==> src/rtl/uart_pkg.sv <==
// Shared UART definitions: arbiter state encoding, default byte width and
// the clock/baud constants shared with uart_tx.
package uart_pkg;

    typedef enum logic {
        S_IDLE = 1'b0,
        S_BUSY = 1'b1
    } arb_state_e;

    localparam int unsigned UART_DATA_WIDTH   = 8;
    localparam int unsigned UART_CLK_FREQ_HZ  = 50_000_000;
    localparam int unsigned UART_BAUD_RATE    = 115_200;
    localparam int unsigned UART_CLKS_PER_BIT = UART_CLK_FREQ_HZ / UART_BAUD_RATE;

endpackage

==> src/rtl/rr_arbiter.sv <==
// Combinational round-robin pick: first set request bit at or after ptr+1,
// wrapping modulo P_NUM_REQ.
module rr_arbiter #(
    parameter int unsigned P_NUM_REQ = 4,
    parameter int unsigned P_ID_W    = $clog2(P_NUM_REQ)
) (
    input  logic [P_NUM_REQ-1:0] req,
    input  logic [P_ID_W-1:0]    ptr,
    output logic                 pick_valid,
    output logic [P_ID_W-1:0]    pick_id
);

    function automatic logic [P_ID_W-1:0] wrap_idx(input int unsigned n);
        return P_ID_W'(n % P_NUM_REQ);
    endfunction

    always_comb begin
        pick_valid = 1'b0;
        pick_id    = '0;
        // Offset P_NUM_REQ lands back on ptr itself, so it is checked last.
        for (int unsigned i = 1; i <= P_NUM_REQ; i++) begin
            if (!pick_valid && req[wrap_idx(32'(ptr) + i)]) begin
                pick_valid = 1'b1;
                pick_id    = wrap_idx(32'(ptr) + i);
            end
        end
    end

endmodule

==> src/rtl/uart_tx_arbiter.sv <==
// Packet-locked round-robin arbiter sharing one uart_tx byte port between
// P_NUM_REQ requesters, with a one-entry output register.
module uart_tx_arbiter
    import uart_pkg::*;
#(
    parameter int unsigned P_NUM_REQ         = 4,
    parameter int unsigned P_UART_DATA_WIDTH = UART_DATA_WIDTH,
    parameter int unsigned P_MAX_BURST       = 16,
    localparam int unsigned ID_W             = $clog2(P_NUM_REQ)
) (
    input  logic                                 i_clk,
    input  logic                                 i_rst,
    input  logic [P_NUM_REQ*P_UART_DATA_WIDTH-1:0] i_req_data,
    input  logic [P_NUM_REQ-1:0]                 i_req_valid,
    input  logic [P_NUM_REQ-1:0]                 i_req_last,
    output logic [P_NUM_REQ-1:0]                 o_req_ready,
    output logic [P_UART_DATA_WIDTH-1:0]         o_user_tx_data,
    output logic                                 o_user_tx_valid,
    input  logic                                 i_user_tx_ready,
    output logic                                 o_grant_valid,
    output logic [ID_W-1:0]                      o_grant_id
);

    localparam int unsigned CNT_W = $clog2(P_MAX_BURST + 1);

    arb_state_e                   state_q, state_d;
    logic [ID_W-1:0]              grant_id_q, grant_id_d;
    logic [CNT_W-1:0]             burst_cnt_q, burst_cnt_d, burst_inc;
    logic                         out_valid_q, out_valid_d;
    logic [P_UART_DATA_WIDTH-1:0] out_data_q, out_data_d, sel_data;
    logic                         granted_q, granted_d;
    logic                         pick_valid, sel_last, req_xfer, uart_xfer;
    logic [ID_W-1:0]              pick_id;
    logic [P_NUM_REQ-1:0]         req_ready;

    rr_arbiter #(
        .P_NUM_REQ (P_NUM_REQ),
        .P_ID_W    (ID_W)
    ) u_rr_arbiter (
        .req        (i_req_valid),
        .ptr        (grant_id_q),
        .pick_valid (pick_valid),
        .pick_id    (pick_id)
    );

    always_comb begin
        sel_data  = i_req_data[grant_id_q*P_UART_DATA_WIDTH +: P_UART_DATA_WIDTH];
        sel_last  = i_req_last[grant_id_q];
        burst_inc = burst_cnt_q + CNT_W'(1);

        req_ready = '0;
        if (state_q == S_BUSY) begin
            req_ready[grant_id_q] = ~out_valid_q | i_user_tx_ready;
        end
        req_xfer  = |(i_req_valid & req_ready);
        uart_xfer = out_valid_q & i_user_tx_ready;

        state_d     = state_q;
        grant_id_d  = grant_id_q;
        burst_cnt_d = burst_cnt_q;
        granted_d   = granted_q;

        unique case (state_q)
            S_IDLE: begin
                if (pick_valid) begin
                    grant_id_d  = pick_id;
                    burst_cnt_d = '0;
                    granted_d   = 1'b1;
                    state_d     = S_BUSY;
                end
            end
            S_BUSY: begin
                if (req_xfer) begin
                    burst_cnt_d = burst_inc;
                    if (sel_last || burst_inc == CNT_W'(P_MAX_BURST)) begin
                        state_d = S_IDLE;
                    end
                end
            end
        endcase

        // A load in the same cycle as a UART accept replaces the byte.
        out_valid_d = out_valid_q;
        out_data_d  = out_data_q;
        if (req_xfer) begin
            out_valid_d = 1'b1;
            out_data_d  = sel_data;
        end else if (uart_xfer) begin
            out_valid_d = 1'b0;
        end
    end

    always_ff @(posedge i_clk or negedge i_rst) begin
        if (!i_rst) begin
            state_q     <= S_IDLE;
            grant_id_q  <= ID_W'(P_NUM_REQ - 1);
            burst_cnt_q <= '0;
            out_valid_q <= 1'b0;
            out_data_q  <= '0;
            granted_q   <= 1'b0;
        end else begin
            state_q     <= state_d;
            grant_id_q  <= grant_id_d;
            burst_cnt_q <= burst_cnt_d;
            out_valid_q <= out_valid_d;
            out_data_q  <= out_data_d;
            granted_q   <= granted_d;
        end
    end

    assign o_req_ready     = req_ready;
    assign o_user_tx_data  = out_data_q;
    assign o_user_tx_valid = out_valid_q;
    assign o_grant_valid   = (state_q == S_BUSY);
    // The pointer resets to the last index, but the visible id reads 0 until
    // a first grant has actually been made.
    assign o_grant_id      = granted_q ? grant_id_q : '0;

endmodule

==> config.mk <==
export PLATFORM = sky130hd
export DESIGN_NAME = uart_tx_arbiter
export DESIGN_NICKNAME = d
export VERILOG_FILES = /design/src/rtl/uart_pkg.sv /design/src/rtl/rr_arbiter.sv /design/src/rtl/uart_tx_arbiter.sv
export SDC_FILE = /design/constraint.sdc
export NUM_CORES = 1
export LEC_CHECK = 0
export ABC_AREA = 0
export CAP_MARGIN = 20
export CORE_MARGIN = 1.5
export CORE_UTILIZATION = 60
export DETAILED_ROUTE_END_ITERATION = 12
export DONT_BUFFER_PORTS = 1
export PLACE_DENSITY = 0.74
export SLEW_MARGIN = 20
export SYNTH_ARGS = -nofsm -noshare
export SYNTH_HDL_FRONTEND = slang
export SYNTH_SLANG_ARGS = --single-unit
==> constraint.sdc <==
create_clock -name i_clk -period 5.94 [get_ports i_clk]
set_input_delay 0.594 -clock i_clk [delete_from_list [all_inputs] [get_ports i_clk]]
set_output_delay 0.594 -clock i_clk [all_outputs]
set_load 0.01 [all_outputs]
Word-level counts from Yosys, hierarchy flattened
Index checks and enable logic that the tools add are counted.

storage, ports and cells
  logic and storage cells = 70
  register bits = 18
  input bits = 43
  output and inout port bits = 16

operators by class
  equality and inequality tests = 3
  shift operators = 1
  $lt $le $gt $ge = 6
  muxes and demuxes = 31
  reduce and logical (&&, ||, !) cells = 12
  add/sub/neg operators = 5
  bitwise gates (word level) = 6

operators by type and width
  operator                                                                             count
  32-bit by 6-bit indexed part select with 8-bit output                                1
  2-bit by 3-bit < comparator with 1-bit output, second input constant                 5
  1-bit two-way mux                                                                    15
  1-bit binary-select mux with 2-bit select                                            5
  2-bit two-way mux                                                                    5
  5-bit two-way mux                                                                    2
  5-bit one-hot mux with 2 select lines                                                1
  4-bit AND                                                                            2
  5-bit by 1-bit adder with 5-bit output, second input constant                        1
  5-bit equality test, second input constant                                           1
  2-bit by 1-bit adder with 2-bit output, second input constant                        2
  2-bit adder, second input constant                                                   2
  1-bit logical AND                                                                    4
  4-bit two-way mux                                                                    1
  2-bit AND reduction                                                                  2
  4-bit OR reduction                                                                   1
  1-bit zero test                                                                      3
  1-bit demux with 2-bit select                                                        1
  2-bit by 1-bit greater-or-equal comparator with 1-bit output, second input constant  1
  2-bit by 1-bit inequality test with 1-bit output, second input constant              1
  2-bit inequality test, second input constant                                         1
  1-bit NOT                                                                            2
  1-bit one-hot mux with 2 select lines                                                1
  2-bit nonzero test                                                                   1
  other kinds (3)                                                                      3

Longest topological paths before layout
  word-level depth = 15
  gate-level depth with buffers = 11

Hierarchy
From an unflattened synthesis, not the netlist that was laid out.

unflattened totals
  cell total of the unflattened synthesis = 96
  area total of the unflattened synthesis = 1,199.9 µm²

by module, submodules not included
  module           area an instance (µm²)  sequential area each (µm²)  cells an instance  times used
  uart_tx_arbiter  1,108.6                 452.9                       82                 1
  rr_arbiter       91.3                    0.0                         14                 1

Least setup slack after synthesis
Ideal clock, no wire load.

  path type = register to register
  start = register grant_id_q[0]
  end = register out_data_q[4], in the netlist o_user_tx_data[4]
  cell stages (with the launch flop) = 10
  path buffers = 3
  slack = 3,263 ps
  arrival time = 2,552 ps
  path through = dfstp_2 > buf_6 > buf_1 > inv_1 > ha_1 > a22oi_1 > nand2_1 > nand2_1 > clkbuf_1 > mux2_2

between the ends
  word-level cells in the longest chain between the ends = 8
  elaborated cells between the ends (all ways) = 10
  classes of those cells = order compare: 2; shift: 1; mux: 3; bitwise: 2; reduce/logical: 2

RTL lines
  item                                                                                                                                                        line                    text
  from (decl)                                                                                                                                                 uart_tx_arbiter.sv:27   logic [ID_W-1:0] grant_id_q, grant_id_d;
  from (signal assigned)                                                                                                                                      uart_tx_arbiter.sv:96   grant_id_q <= ID_W'(P_NUM_REQ - 1);
  from (signal assigned)                                                                                                                                      uart_tx_arbiter.sv:103  grant_id_q <= grant_id_d;
  2-bit by 3-bit < comparator with 1-bit output (not written as such) / 2-bit by 1-bit greater-or-equal comparator with 1-bit output (equally long branches)  uart_tx_arbiter.sv:53   req_ready[grant_id_q] = ~out_valid_q | i_user_tx_ready;
  1-bit logical AND (not written as such)                                                                                                                     uart_tx_arbiter.sv:53
  1-bit two-way mux (not written as such)                                                                                                                     uart_tx_arbiter.sv:53
  1-bit demux with 2-bit select                                                                                                                               uart_tx_arbiter.sv:53
  4-bit AND (no line)                                                                                                                                         --
  4-bit two-way mux                                                                                                                                           uart_tx_arbiter.sv:52   if (state_q == S_BUSY) begin
  4-bit AND                                                                                                                                                   uart_tx_arbiter.sv:55   req_xfer = |(i_req_valid & req_ready);
  4-bit OR reduction                                                                                                                                          uart_tx_arbiter.sv:55
  to (signal assigned)                                                                                                                                        uart_tx_arbiter.sv:106  out_data_q <= out_data_d;
  to (decl)                                                                                                                                                   uart_tx_arbiter.sv:30   logic [P_UART_DATA_WIDTH-1:0] out_data_q, out_data_d, sel_data;

Several ways; a longest one is shown, not always the timed one.
A chain may end at the register's enable or synchronous reset.

Final worst setup path
  start = register grant_id_q[0]
  end = register burst_cnt_q[2]

between the ends
  word-level cells in the longest chain between the ends = 15
  elaborated cells between the ends (all ways) = 34
  classes of those cells = add/sub: 4; order compare: 2; eq/ne: 2; mux: 15; bitwise: 2; reduce/logical: 9

RTL lines
  item                                       line                    text
  2-bit by 1-bit adder with 2-bit output     rr_arbiter.sv:22        if (!pick_valid && req[wrap_idx(32'(ptr) + i)]) begin
  1-bit binary-select mux with 2-bit select  rr_arbiter.sv:22
  1-bit two-way mux (not written as such)    rr_arbiter.sv:22
  1-bit two-way mux                          rr_arbiter.sv:22
  1-bit zero test                            rr_arbiter.sv:22
  1-bit logical AND                          rr_arbiter.sv:22
  1-bit two-way mux                          rr_arbiter.sv:22
  1-bit zero test                            rr_arbiter.sv:22
  1-bit logical AND                          rr_arbiter.sv:22
  1-bit two-way mux                          rr_arbiter.sv:22
  1-bit zero test                            rr_arbiter.sv:22
  1-bit logical AND                          rr_arbiter.sv:22
  1-bit two-way mux                          rr_arbiter.sv:22
  2-bit inequality test (no line)            --
  2-bit AND reduction (no line) *            --
  to (signal assigned)                       uart_tx_arbiter.sv:104  burst_cnt_q <= burst_cnt_d;
  to (decl)                                  uart_tx_arbiter.sv:28   logic [CNT_W-1:0] burst_cnt_q, burst_cnt_d, burst_inc;

Every way passes the cells marked *; elsewhere a longest branch is shown, timed or not. The select of a mux whose other input is x is not followed.

==> results.md <==
- Of the total synthesized cell area, the portion taken by full adders, half adders and majority gates is 0.0586.
- The endpoint class of the critical path is a register.
- The slew at the pin with the worst max-slew slack is just over 700 ps.
- The number of antenna diodes in the final layout is 0.
- For this run, design rule violations remaining after detail routing come to 0.
- The wire length of the first global-routing pass is ~4200 um.
- Of the post-synthesis cell area, the part taken by muxes is 0.299.
- In the final design database the tool counted 161 nets.
- The synthesized-area fraction occupied by ao, oa, aoi and oai cells is 0.0967.
- The class of the most critical setup path is reg -> reg.
- Setup repair after global routing left no endpoint under its margin.
- The y dimension of the die is about 49 um.
- From left edge to right edge, the die measures 49.2 um.
- The commonest cells after synthesis are 16 x dfrtp_1, 13 x mux4_2, 11 x nand2_1.
- The worst-case vdd ir drop is roughly 320 uV.
- The filler cells instantiated in the layout total approximately 140.
- In this run the critical register-to-register path is launched from grant_id_q[0]$_DFFE_PN1P_.
- During synthesis, Yosys emitted a total of 0 warnings.
- The run finished with clean final reports.
- Counting I/O delays and the setup requirement, the final critical path takes approximately 2700 ps.
- The end of the worst register-to-register path is burst_cnt_q[2]$_DFFE_PN0P_.
- The floorplan has 16 rows.
- The number of enable flip-flop cells after synthesis is 0.
- The headroom to the max-slew limit is 0.528.
- The xor/xnor cell area share of the yosys netlist is 0.0205.
- For this block, the initial DRC count from the detailed router was 19.
- Entering global routing, the biggest net connects 22 pins.
- The register-to-register setup slack is 3220 ps.
- The total number of clock tree sinks is 18.
- The weighted congestion reported at the end of routability-driven placement is between 0.8 and 0.9.
- The synthesized net count is 160.
- The count of cell types in the netlist is 32.
- The tightest min-delay check is of the in -> async type.
- The biggest area contributor in the post-synthesis netlist is dfrtp_1.
- The final-report hold violation count was 0.
- By instance count, the leading cell after synthesis is dfrtp_1.
- At the worst endpoint, the arrival time is slightly below 3000 ps.
- Max-cap violations in this run came to 0.
- The area overhead of the layout relative to synthesis is 3.42%.
- TritonCTS created 3 clock buffers.
- Counting flops with an async set or reset pin after synthesis yields a share of 1.00.
- The clock-pin slew on the worst setup and hold paths is roughly 100 ps.
- On the final layout, the worst clock skew is 1.91 ps.
- In the global route stage, overall resource usage came out at 0.233.
- The number of port buffers is 0.
- The sort of element at the start of the critical path is a register.
- The top cell type's share of synthesized area is 0.313.
- After global routing the overflow that remains totals 0.
- STA puts the critical path data required time at about 6200 ps.
- For this configuration, the core starts out at a cell density of 0.646.
- Of the synthesized area, sequential elements account for 0.354.
- The main flop type after synthesis is dfrtp_1.
- The via count of the first global-routing pass is around 900.
- The power per unit of standard cell area is 521 nW/um^2.
- The number of placed I/O pins is between 50 and 60.
- Setup violations remaining at the end of the flow were counted as 0.
- The number of antenna violations at the first check in global routing is 0.
- The later pin in the worst-skew pair is clocked with a latency of ~290 ps.
- The average wire per cell in the routed design is around 19 um.
- The first detailed-routing pass took 4 iterations.
- The mapped netlist covers approximately 1300 um^2.
- The floorplan step defined a die boundary enclosing ~2400 um^2.
- By area, the combinational part of the netlist is dominated by multiplexers.
- Sorting the synthesized cells by area gives the leading types as dfrtp_1 31%, mux4_2 23%, mux2_2 7.0%.
- For this design the static power due to leakage is 0.525 nW.
- The clock passes through at most 2 buffers.
- The core region area is about 2000 um^2.
- In the finished design, the share of the clock period the worst path needs comes to 0.459.
- The post-synthesis cell count is between 100 and 150.
- The count of pins over their slew limit was 0.
- The clock tree root driver cell is clkbuf_4.
- Of the cells placed in the final design, the portion with a size suffix greater than 1 is 0.252.
- Final hold analysis gives a worst-case slack of around 130 ps.
- The routed wire length is 2590 um.
- The achievable clock frequency is 367 MHz.
- The synthesized-area fraction occupied by and/or/nand/nor cells is 0.143.
- The total via count in the routed design is ~900.
- The highest fanout seen on the critical path is 21.
- The post-synthesis register bit count is 18.
- The detailed placer's ending HPWL is roughly 2000 um.
- The count of H-tree levels built during CTS is 1.
- The worst register-to-register path has a depth of 8.
- Summed over all failing endpoints, the final setup total negative slack is 0 ps.
- For this run, the share of the core covered by cells in the final layout is 0.669.
- The post-detailed-route via-to-cell ratio is roughly 6.6.
- The clock tree from TritonCTS is done.
- Once detail routing completed, the nets flagged for antenna violations numbered 0.
- The average footprint of a synthesized cell is around 12 um^2.
layer usage:
metal  GRT usage  wire, um  vias to the layer above
li1            -         -                      419
met3      0.0736       189                        3
met4      0.0286        15                        0
met2       0.378      1290                       36
met1       0.318      1100                      456
met5           0         0                        -
area by class of cell:
class | instances | area, um^2 | area share
clock buffers | 4 | 26.3 | 0.0198
inverters | 3 | 11.3 | 0.00850
multi-input cells | 85 | 791 | 0.597
flip-flops and latches | 18 | 453 | 0.342
well taps | 27 | 33.8 | 0.0255
repair buffers | 1 | 10.0 | 0.00755
what timing repair did:
item	in CTS	in global routing
endpoints found under the hold margin	16	0
buffers inserted	0	0
gates resized for setup	0	0
hold buffers	1	0
layout by cell type (no fill, tap or decap), drive strengths merged, types with 3 or more instances in the layout:
cell type   n
dfrtp      16
mux4       13
nand2      11
o21ai       9
mux2        8
nor2        6
ha          6
and3        4
clkbuf      4
inv         3
nand2b      3
and2        3
a21oi       3
where the power goes:
part	internal (mW)	leakage (nW)	switching, mW
clock	0.0262	0.0150	0.0366
combinational	0.191	0.296	0.152
sequential	0.181	0.214	0.104
how the worst max path moves through the flow:
stage,depth (start not counted),from,slack (ps),to
floorplan,9,grant_id_q[0]$_DFFE_PN1P_,3260,o_user_tx_data[4]$_DFFE_PN0P_
global placement,8,grant_id_q[0]$_DFFE_PN1P_,3330,burst_cnt_q[2]$_DFFE_PN0P_
detailed placement,8,grant_id_q[0]$_DFFE_PN1P_,3200,burst_cnt_q[2]$_DFFE_PN0P_
CTS,8,grant_id_q[0]$_DFFE_PN1P_,3180,burst_cnt_q[2]$_DFFE_PN0P_
global route,8,grant_id_q[0]$_DFFE_PN1P_,2990,burst_cnt_q[2]$_DFFE_PN0P_
finish,8,grant_id_q[0]$_DFFE_PN1P_,3220,burst_cnt_q[2]$_DFFE_PN0P_
flip-flops by register name (all words and copies together), names as in the netlist:
register         count
burst_cnt_q          5
grant_id_q           2
granted_q            1
o_grant_valid        1
o_user_tx_data       8
o_user_tx_valid      1
cell families (layout without fill, tap and decap cells):
kind of cell | after synthesis | in the layout
DFF | 18 | 18
AOI/OAI and AO/OA | 20 | 20
muxes | 21 | 21
buffers and inverters | 8 | 8
and+or+nand+nor | 35 | 35
xor gates and xnor gates | 3 | 3
adders and majority gates | 6 | 6
per-stage QoR:
step,std cells,instance area (um^2),worst slack (ps),total power [mW]
after floorplan,111,1280,3260,0.579
after global placement,133,1290,3330,0.619
after detailed placement,133,1290,3200,0.631
after CTS,138,1330,3180,0.698
after global routing,138,1330,2990,0.748
final,138,1330,3220,0.691
critical path, cell delays in order (launching register included):
cell and delay, ps:
dfstp_2 890, inv_1 180, ha_1 420, mux4_2 380
nor4_2 310, nor2_1 110, a21oi_2 200, o21ai_1 90
o21ai_1 70
Note: power is estimated with default switching activity, not from simulation.
